[src/rtl/send_n_bytes.sv]
// UART transmitter that sends BYTE_NUM bytes per request, most significant byte first.
// Each frame is start, 8 data bits LSB first, parity, stop; consecutive frames have no gap.
module send_n_bytes #(
  parameter int unsigned CLK_FREQ  = 50,
  parameter int unsigned BAUD_RATE = 9600,
  parameter bit          CHECK_SEL = 1'b1,
  parameter int unsigned BYTE_NUM  = 4
) (
  input  logic                  clk_i,
  input  logic                  rst_i,
  input  logic                  tx_start_i,
  input  logic [8*BYTE_NUM-1:0] nbytes_data_i,
  output logic                  uart_txd_o,
  output logic                  tx_busy_o,
  output logic                  tx_nbytes_done_o
);

  localparam int unsigned BPS_CNT = CLK_FREQ * 1000000 / BAUD_RATE;
  localparam int unsigned CNT_W   = $clog2(BPS_CNT + 1);
  localparam int unsigned DW      = 8 * BYTE_NUM;
  localparam logic [CNT_W-1:0] CNT_LAST  = CNT_W'(BPS_CNT - 1);
  localparam logic [3:0]       BYTE_LAST = 4'(BYTE_NUM - 1);

  typedef enum logic [2:0] {
    IDLE   = 3'd0,
    START  = 3'd1,
    DATA   = 3'd2,
    PARITY = 3'd3,
    STOP   = 3'd4
  } state_t;

  state_t           state_q, state_d;
  logic [CNT_W-1:0] cnt_q, cnt_d;
  logic [2:0]       bit_q, bit_d;
  logic [3:0]       byte_q, byte_d;
  logic [DW-1:0]    shift_q, shift_d;
  logic             txd_d, busy_d, done_d;
  logic [7:0]       cur_byte;

  // State, counters and registered outputs
  always_ff @(posedge clk_i) begin
    if (rst_i) begin
      state_q          <= IDLE;
      cnt_q            <= '0;
      bit_q            <= '0;
      byte_q           <= '0;
      shift_q          <= '0;
      uart_txd_o       <= 1'b1;
      tx_busy_o        <= 1'b0;
      tx_nbytes_done_o <= 1'b0;
    end else begin
      state_q          <= state_d;
      cnt_q            <= cnt_d;
      bit_q            <= bit_d;
      byte_q           <= byte_d;
      shift_q          <= shift_d;
      uart_txd_o       <= txd_d;
      tx_busy_o        <= busy_d;
      tx_nbytes_done_o <= done_d;
    end
  end

  // Next state; the line value is derived from the next state so txd has one cycle of latency
  always_comb begin
    state_d  = state_q;
    cnt_d    = cnt_q;
    bit_d    = bit_q;
    byte_d   = byte_q;
    shift_d  = shift_q;
    done_d   = 1'b0;
    txd_d    = 1'b1;
    cur_byte = '0;

    if (state_q == IDLE) begin
      if (tx_start_i) begin
        shift_d = nbytes_data_i;
        byte_d  = '0;
        cnt_d   = '0;
        bit_d   = '0;
        state_d = START;
      end
    end else if (cnt_q == CNT_LAST) begin
      cnt_d = '0;
      case (state_q)
        START:  state_d = DATA;
        DATA: begin
          if (bit_q == 3'd7) begin
            bit_d   = '0;
            state_d = PARITY;
          end else begin
            bit_d = bit_q + 3'd1;
          end
        end
        PARITY: state_d = STOP;
        STOP: begin
          if (byte_q == BYTE_LAST) begin
            byte_d  = '0;
            done_d  = 1'b1;
            state_d = IDLE;
          end else begin
            byte_d  = byte_q + 4'd1;
            shift_d = shift_q << 8;
            state_d = START;
          end
        end
        default: state_d = IDLE;
      endcase
    end else begin
      cnt_d = cnt_q + CNT_W'(1);
    end

    cur_byte = shift_d[DW-1 -: 8];
    case (state_d)
      START:   txd_d = 1'b0;
      DATA:    txd_d = cur_byte[bit_d];
      PARITY:  txd_d = CHECK_SEL ? ~^cur_byte : ^cur_byte;
      default: txd_d = 1'b1;
    endcase
    busy_d = (state_d != IDLE);
  end

endmodule
[config.mk]
export PLATFORM = sky130hd
export DESIGN_NAME = send_n_bytes
export DESIGN_NICKNAME = d
export VERILOG_FILES = /design/src/rtl/send_n_bytes.sv
export SDC_FILE = /design/constraint.sdc
export NUM_CORES = 1
export LEC_CHECK = 0
export BUFFER_PORTS_ARGS = -buffer_cell sky130_fd_sc_hd__buf_4
export CAP_MARGIN = 20
export CORE_UTILIZATION = 35
export CTS_BUF_LIST = sky130_fd_sc_hd__clkbuf_8 sky130_fd_sc_hd__clkbuf_16
export DETAILED_ROUTE_END_ITERATION = 6
export PLACE_DENSITY_LB_ADDON = 0.15
export SYNTH_ARGS = -nofsm -noshare
export SYNTH_HDL_FRONTEND = slang
export SYNTH_SLANG_ARGS = --single-unit
[constraint.sdc]
create_clock -name clk_i -period 10.4 [get_ports clk_i]
set_input_delay 0 -clock clk_i [delete_from_list [all_inputs] [get_ports clk_i]]
set_output_delay 0 -clock clk_i [all_outputs]
set_load 0.05 [all_outputs]
# Word level (Yosys, flattened, before mapping)
# Index checks and enable logic that the tools add are counted.
dict set report word_totals {
  register_bits 58
  input_bits 35
  out_inout_bits 3
}
dict set report op_classes {
  n_addsub 3
  order_cmp 1
  eq_ne 12
  muxes 28
  bitwise 2
  n_reduce_logical 8
}
# cell n
set op_table {}
lappend op_table {{$mux 32} 5}
lappend op_table {{$mux 13} 3}
lappend op_table {{$mux 3} 9}
lappend op_table {{$mux 4} 5}
lappend op_table {{$add 13x1->13 const B} 1}
lappend op_table {{$eq 13x13->1 const B} 1}
lappend op_table {{$eq 3x2->1 const B} 4}
lappend op_table {{$pmux 3 s4} 1}
lappend op_table {{$reduce_xnor 8->1} 1}
lappend op_table {{$eq 3x1->1 const B} 2}
lappend op_table {{$eq 3x3->1 const B} 2}
lappend op_table {{$add 4x1->4 const B} 1}
lappend op_table {{$eq 4x2->1 const B} 1}
lappend op_table {{$lt 3x4->1 const B} 1}
lappend op_table {{$ne 2x2->1 const B} 2}
lappend op_table {{$reduce_and 4->1} 1}
lappend op_table {{$reduce_bool 2->1} 2}
lappend op_table {{$reduce_or 4->1} 1}
lappend op_table {{$add 3x1->3 const B} 1}
lappend op_table {{$bmux 1 s3} 1}
lappend op_table {{$logic_not 3->1} 1}
lappend op_table {{$mux 1} 3}
lappend op_table {{$pmux 1 s3} 1}
lappend op_table {{$reduce_and 3->1} 1}
lappend op_table {{other kinds (2)} 3}

# Depth between registers and ports, before layout
# Gate-level depths: netlist of run 1.
dict set report logic_depth {
  depth_word 8
  ltp_mapped 11
  mapped_depth_nobuf 10
}

# Least setup slack after synthesis of run 1
# Ideal clock, no wire load.
dict set report synth_path {
  path_type {register to register}
  start {register cnt_q[10]}
  end {register uart_txd_o}
  t_arrival_ps 3128
  t_required_ps 10274
  path_slack_ps 7146
  stages_incl_launch_ff 11
  n_path_buf 2
  period_less_slack_ps 3254
  cell_sequence {dfxtp_1 -> or4b_1 -> or3_1 -> buf_6 -> or4b_4 -> buf_6 -> mux2i_4 -> mux2i_1 -> mux4_2 -> a311oi_1 -> o21ai_1}
}
dict set report synth_via {
  elab_chain_cells 6
  word_cells_on_any_way 14
}
# item line_no
set synth_rtl {}
lappend synth_rtl {{start, declared} 33} ;# logic [CNT_W-1:0] cnt_q, cnt_d;
lappend synth_rtl {{start signal, assigned} 53} ;# cnt_q <= cnt_d;
lappend synth_rtl {{$eq 13x13->1 *} 82} ;# end else if (cnt_q == CNT_LAST) begin
lappend synth_rtl {{$mux 32 or $mux 3 (tied branches)} 82}
lappend synth_rtl {{$mux 32 or $mux 3 (tied branches)} 74} ;# if (state_q == IDLE) begin
lappend synth_rtl {{$bmux 1 s3} 115} ;# DATA: txd_d = cur_byte[bit_d];
lappend synth_rtl {{$mux 1 (not written as such)} 115}
lappend synth_rtl {{$pmux 1 s3 *} 113} ;# case (state_d)
lappend synth_rtl {{end signal, assigned} 57} ;# uart_txd_o <= txd_d;
lappend synth_rtl {{end, declared} 13} ;# output logic uart_txd_o,
# Mark *: on every way between the ends. The rest lies on a longest branch, timed or not. The select of a mux whose other input is x is not followed.
# A chain may end at the register's enable or synchronous reset.

# Final worst setup path of run 1
# Same ends and word-level chain as after synthesis.

==> results.md, run 1 <==
* Mean cell area of the mapped netlist at ~8.3 sq um
* Worst flop-to-flop path startpoint: cnt_q[10]
* Largest incremental delay on the critical path at roughly 0.53 ns
* Floorplan die area at roughly 8000 sq um
* Sum of net half-perimeters after detailed placement at between 4000 and 5000 um
* Worst hold path cell count at 4
* Total number of yosys warnings at 0
* Power per Cell Area at 140 nW/um^2
* Global route overflow at 0
* Outcome: finished clean
* Count of buffer and inverter cells on the critical path at 1
* Drt first-iter violations at around 190
* Diodes inserted at 0
* Critical Path AT at approximately 3.7 ns
* Cell Chain, Critical Path: or4b_1, nor3_1, a31oi_2, buf_4, a221oi_1, mux2i_1, mux4_2, a311oi_1, o21ai_1
* Setup TNS at 0 ns
* Crit-path leading delay family: simple AND/OR/NAND/NOR gates
* FF+latch count, synth at between 50 and 60
* Fraction of synthesis flops using an asynchronous set or reset pin at 0%
* Post-synth net total at around 370
* H-Tree Depth at 3
* Register clock-pin slew on the reported worst setup and hold paths at ~0.070 ns
* Fraction of final layout cells sized beyond drive strength 1 at between 10% and 20%
* Largest net degree at the start of global routing at 58
* Count of hold buffers inserted by post-cts repair at 24
* Sink count of the clock tree at between 50 and 60
* Crit. Startpoint: cnt_q[10]
* Cell depth of the worst flop-to-flop path at 9
* Setup violation total in the final timing report at 0
* Library cells used by synthesis at 41
* R2R Path End: uart_txd_o
* Final-layout fill cell count at roughly 740
* Worst min path class: input port to flop
* Post-CTS setup buffer count at 0
* Cell with the largest stage delay on the worst path: sky130_fd_sc_hd__nor3_1
* Initial standard-cell utilization of the core at between 30% and 40%
* RSZ-0062 raised after global routing: false
* Share of the clock period used by the worst path after layout at roughly 33%
* Number of design rule violations left after detail routing at 0
* Synth top area cells: sky130_fd_sc_hd__dfxtp_1, sky130_fd_sc_hd__nor2_1, sky130_fd_sc_hd__a22oi_1, sky130_fd_sc_hd__a21oi_1, sky130_fd_sc_hd__nand2_1
* Core Area at 7370 sq um
* Setup clock skew after layout at 0.00400 ns
* Worst skew pair latency at between 0.3 and 0.4 ns
* Worst Path Required at about 11 ns
* Worst Hold Launch: nbytes_data_i[31]
* CP Class: flop to flop
* Seq/Total Area, Yosys at 43.0%
* Final min period at about 3.5 ns
* Number of nets in the layout at 419
* Post-route total power at a little under 0.5 mW
* Total vias in the final route at ~2500
* Standard-cell row count at 31
* Number of enable-type register cells in the synthesized netlist at 0
* Layout-stage area growth over the synthesis result at 27.5%
* Die Y at 89.9 um
* Max FO, Critical Path at 32
* CTS buffer count at 9
* Worst IR Drop VDD at ~0.07 mV
* Pre-antenna DRT Iters at 5
* Count of input and output buffers at 37
* Number of logic stages on the critical path including buffering at 9
* I/O pin total at 38
* CP endpoint kind: flop
* Mapped Area at 2700 sq um
* TritonCTS clock tree: yes
* Cell at the root of the clock tree: sky130_fd_sc_hd__clkbuf_8
* Worst rel slew slack at 39.2%
* Startpoint type of the worst setup path: flop
* LEAKAGE at around 1.3 nW
* Cells after synthesis at around 330
* Max Clock Freq at 287 MHz
* All-Layer GR Usage at ~17%
* Antenna Violating Nets Remaining at 0
* Fin. Hold Viols at 0
* Mean number of vias per cell at between 5 and 6
* Number of cells upsized or downsized after cts at 0
* Capture endpoint of the worst hold path: shift_q[31]
* Final wirelength at about 6600 um
* Final estimated routing congestion in global placement at 0.842
* Fraction of synthesized cell area taken by the top area cell type at between 40% and 50%
* Max-cap violations at 0
* Final routed wire length divided by cell count at approximately 14 um
* Commonest register cell after synthesis: sky130_fd_sc_hd__dfxtp_1
* Number of global-route vias before repair at ~2300
* Library cell occupying the most area in the post-synthesis netlist: sky130_fd_sc_hd__dfxtp_1
* Wire length of the first global-routing pass at 11200 um
* Clock tree buffer depth at 2
* Initial antenna violation count at 0
* Die Width at 89.9 um
* Slack of the worst reg-to-reg path at 6.92 ns
* Final Max Slew Viols at 0
* Slew at the pin closest to its max-slew limit at ~0.91 ns
## placed cells by master, fill, tap and decap left out, types with 4 or more instances in the layout
cell	n
sky130_fd_sc_hd__and3_1	14
sky130_fd_sc_hd__a31oi_1	4
sky130_fd_sc_hd__inv_1	4
sky130_fd_sc_hd__dfxtp_1	58
sky130_fd_sc_hd__clkbuf_8	9
sky130_fd_sc_hd__xnor2_1	4
sky130_fd_sc_hd__nor2_1	55
sky130_fd_sc_hd__a22oi_1	25
sky130_fd_sc_hd__nor3_1	4
sky130_fd_sc_hd__a221oi_1	6
sky130_fd_sc_hd__dlygate4sd3_1	24
sky130_fd_sc_hd__or3_1	5
sky130_fd_sc_hd__nand2_1	32
sky130_fd_sc_hd__buf_4	40
sky130_fd_sc_hd__mux2i_1	4
sky130_fd_sc_hd__a21oi_1	33
sky130_fd_sc_hd__ha_1	4
sky130_fd_sc_hd__o21ai_0	14
sky130_fd_sc_hd__xor2_1	4
## report_power, final
part / switching [mW] / internal [mW] / total, mW
clock network: 0.0924 / 0.0851 / 0.178
registers: 0.00538 / 0.232 / 0.237
logic: 0.0355 / 0.0335 / 0.0691
total: 0.133 / 0.351 / 0.484
## cell usage after synthesis (all sizes together), types with 2 or more instances
master,number
a21o,2
a21oi,33
a221oi,6
a22oi,25
a31oi,5
and2,2
and3,14
buf,2
clkbuf,20
dfxtp,58
ha,4
inv,4
mux2i,5
nand2,32
nand3,3
nand4,3
nand4b,3
nor2,55
nor3,4
nor3b,3
o21ai,15
o32ai,2
or3,5
or4b,2
xnor2,4
xor2,4
## flip-flops by register name (all words and copies together), names as in the netlist
signal            cells
shift_q              32
byte_q                4
tx_busy_o             1
bit_q                 3
tx_nbytes_done_o      1
uart_txd_o            1
cnt_q                13
state_q               3
## worst max path at each step
| stage | end | slack [ns] |
|---|---|---|
| 6_report | uart_txd_o | 6.92 |
| 5_1_grt | uart_txd_o | 6.67 |
| 4_1_cts | uart_txd_o | 6.95 |
| 3_5_place_dp | uart_txd_o | 6.95 |
| 3_3_place_gp | uart_txd_o | 7.04 |
| 2_1_floorplan | uart_txd_o | 7.15 |
## worst reg2reg max path, stage by stage (launching register included)
cell                       delay, ns
sky130_fd_sc_hd__dfxtp_1        0.42
sky130_fd_sc_hd__or4b_1         0.51
sky130_fd_sc_hd__nor3_1         0.53
sky130_fd_sc_hd__a31oi_2        0.15
sky130_fd_sc_hd__buf_4          0.28
sky130_fd_sc_hd__a221oi_1       0.51
sky130_fd_sc_hd__mux2i_1        0.14
sky130_fd_sc_hd__mux4_2         0.48
sky130_fd_sc_hd__a311oi_1       0.26
sky130_fd_sc_hd__o21ai_1        0.09
## per-layer routing
layer  vias to the layer above  track usage, %  share of wire, %
li1                       1287               -                 -
met1                      1173            23.4                51
met2                        44            25.7                45
met3                        11            4.74               3.2
met4                         0            7.53               1.7
met5                         -               0                 0
## kinds of logic (layout without fill, tap and decap cells)
| logic type | count (synthesis) | after routing | share of synthesized area (%) |
|---|---|---|---|
| compound gates | 92 | 92 | 21.5 |
| xor+xnor | 8 | 8 | 2.59 |
| fa+ha+maj | 4 | 4 | 1.85 |
| buf+inv | 26 | 84 | 4.17 |
| flops | 58 | 58 | 43.0 |
| mux | 7 | 7 | 3.56 |
| simple gates | 132 | 132 | 23.3 |
## cell type report
type / count / area [sq um] / area share, %
Clock inverter: 7 / 46.3 / 1.34
Inverter: 4 / 15.0 / 0.436
Multi-Input combinational cell: 243 / 1440 / 41.6
Clock buffer: 9 / 124 / 3.59
Tap cell: 99 / 124 / 3.59
Sequential cell: 58 / 1160 / 33.7
Timing Repair Buffer: 64 / 541 / 15.7
## stage by stage
step           util, %  setup WS [ns]  hold slack, ns  area (sq um)  instances
2_1_floorplan        -           7.15          0.0769          2700        327
3_3_place_gp      41.2           7.04           0.247          3040        444
3_5_place_dp      41.2           6.95           0.256          3040        444
4_1_cts           46.8           6.95          0.0453          3450        484
5_1_grt           46.8           6.67          0.0823          3450        484
6_report          46.8           6.92          0.0704          3450        484
(Power assumes the default switching activity.)
==> run 2, diff against run 1 <==
- clock period: 10.4 -> 3.5 ns (I/O delays scaled with it)
==> results.md, run 2 (same netlist as run 1, synthesis figures left out) <==
* Leading cell type in the layout, fill and taps excluded: sky130_fd_sc_hd__dfxtp_1
* I/O pin total at 38
* Power per Cell Area at 471 nW/um^2
* Area occupied by multi-input gates at around 1400 sq um
* Worst skew pair latency at 0.34 ns
* Worst hold path cell count at 3
* Placed inst area at between 3000 and 4000 sq um
* CP endpoint kind: flop
* Clock tree buffer depth at 2
* Max FO, Critical Path at 7
* Drt first-iter violations at 172
* Largest net degree at the start of global routing at 58
* Pre-antenna DRT Iters at 5
* LEAKAGE at ~1.4 nW
* Largest incremental delay on the critical path at 0.55 ns
* Fin. Hold Viols at 0
* Layout-stage area growth over the synthesis result at 31.8%
* Setup clock skew after layout at roughly 0.0072 ns
* Cell Chain, Critical Path: or4b_1, or3_1, or4b_4, mux2i_4, mux2i_1, mux4_2, a311oi_1, o21ai_1
* Slack of the worst reg-to-reg path at about 0.25 ns
* Die Y at around 90 um
* Critical Path AT at roughly 3.5 ns
* All-Layer GR Usage at between 15 and 20%
* Top Registers: shift_q: 32 flops, cnt_q: 13 flops, byte_q: 4 flops
* Final-layout fill cell count at about 740
* Number of global-route vias before repair at roughly 2400
* TritonCTS clock tree: yes
* Cell with the largest stage delay on the worst path: sky130_fd_sc_hd__or4b_4
* Worst rel slew slack at 44.8%
* Max-cap violations at 0
* Number of design rule violations left after detail routing at 0
* Number of flip-flops in the largest register at 32
* Final min period at around 3.3 ns
* Capture endpoint of the worst hold path: shift_q[19]
* Highest-count cells in the layout ignoring fill and taps: sky130_fd_sc_hd__dfxtp_1, sky130_fd_sc_hd__nor2_1, sky130_fd_sc_hd__buf_4
* Outcome: finished clean
* R2R Path End: uart_txd_o
* Final wirelength at roughly 6500 um
* Floorplan die area at ~8100 sq um
* Standard-cell row count at 31
* Antenna Violating Nets Remaining at 0
* Final estimated routing congestion in global placement at 0.821
* Count of input and output buffers at 37
* Worst Path Required at 3.72 ns
* Global route overflow at 0
* Sum of net half-perimeters after detailed placement at 4290 um
* Diodes inserted at 0
* Cell at the root of the clock tree: sky130_fd_sc_hd__clkbuf_8
* Mean number of vias per cell at around 5.1
* H-Tree Depth at 3
* Setup TNS at 0 ns
* Initial antenna violation count at 0
* Number of nets in the layout at around 420
* Wire length of the first global-routing pass at roughly 11000 um
* Count of buffer and inverter cells on the critical path at 0
* Cell depth of the worst flop-to-flop path at 8
* Setup violation total in the final timing report at 0
* Max Clock Freq at around 310 MHz
* RSZ-0062 raised after global routing: false
* Crit-path leading delay family: simple AND/OR/NAND/NOR gates
* Share of the clock period used by the worst path after layout at 92.9%
* Area taken by flip-flops and latches at around 1200 sq um
* Worst IR Drop VDD at 0.359 mV
* Startpoint type of the worst setup path: flop
* Register clock-pin slew on the reported worst setup and hold paths at about 0.070 ns
* Initial standard-cell utilization of the core at between 30% and 40%
* Worst Hold Launch: nbytes_data_i[19]
* Slew at the pin closest to its max-slew limit at between 0.8 and 0.9 ns
* Die Width at between 80 and 90 um
* Post-CTS setup buffer count at 0
* Worst flop-to-flop path startpoint: cnt_q[10]
* Core Area at 7370 sq um
* Sink count of the clock tree at just under 60
* CP Class: flop to flop
* Total vias in the final route at 2475
* Final Max Slew Viols at 0
* Worst min path class: input port to flop
* Final routed wire length divided by cell count at 13.2 um
* Register containing the most flip-flops in the final layout: shift_q
* Area of all placed cells without fillers at 3560 sq um
* Fraction of final layout cells sized beyond drive strength 1 at between 10% and 20%
* CTS buffer count at 9
-- run 2: power by group --
group	total [mW]	internal [mW]	switching [mW]	leakage [nW]
clock network	0.768	0.493	0.275	0.119
registers	0.705	0.689	0.0159	0.473
logic	0.207	0.103	0.104	0.813
total	1.68	1.28	0.395	1.40
-- run 2: how the worst max path moves through the flow --
stage	from	to	slack, ns	cells after the start
after floorplan	cnt_q[10]	uart_txd_o	0.25	10
after global placement	cnt_q[10]	uart_txd_o	0.30	8
after detailed placement	cnt_q[10]	uart_txd_o	0.26	8
after CTS	cnt_q[10]	uart_txd_o	0.26	8
after global routing	cnt_q[10]	uart_txd_o	0.02	8
final	cnt_q[10]	uart_txd_o	0.25	8
-- run 2: area by class of cell --
type | instances | area share (%)
Multi-Input combinational cell | 243 | 40.3
Clock inverter | 6 | 3.20
Tap cell | 99 | 3.48
Sequential cell | 58 | 32.6
Timing Repair Buffer | 69 | 16.2
Inverter | 4 | 0.421
Clock buffer | 10 | 3.86
-- run 2: per-layer routing --
layer	global-route usage [%]	share of wire (%)	wire length, um	up-vias
met5	0	0	0	-
li1	-	-	-	1299
met1	21.4	50	3200	1131
met2	28.0	46	2970	34
met3	4.65	3.0	194	11
met4	6.85	1.6	101	0
-- run 2: stage by stage --
step | power (mW) | setup WS, ns | utilization [%] | instances | hold slack (ns)
2_1_floorplan | 0.839 | 0.246 | - | 327 | 0.0769
3_3_place_gp | 0.905 | 0.305 | 41.8 | 450 | 0.246
3_5_place_dp | 0.907 | 0.264 | 41.8 | 450 | 0.257
4_1_cts | 1.70 | 0.257 | 48.3 | 489 | 0.00864
5_1_grt | 1.76 | 0.0218 | 48.3 | 489 | 0.0177
6_report | 1.68 | 0.249 | 48.3 | 489 | 0.00956
-- run 2: what timing repair did --
item | 4_1_cts | 5_1_grt
gates resized for setup | 0 | 0
hold endpoints to repair | 23 | 0
hold buffers | 23 | 0
-- run 2: worst reg2reg max path: stages (launching register included) --
cell                       delay (ns)
sky130_fd_sc_hd__dfxtp_1         0.43
sky130_fd_sc_hd__or4b_1          0.52
sky130_fd_sc_hd__or3_1           0.42
sky130_fd_sc_hd__or4b_4          0.55
sky130_fd_sc_hd__mux2i_4         0.28
sky130_fd_sc_hd__mux2i_1         0.11
sky130_fd_sc_hd__mux4_2          0.48
sky130_fd_sc_hd__a311oi_1        0.26
sky130_fd_sc_hd__o21ai_1         0.09
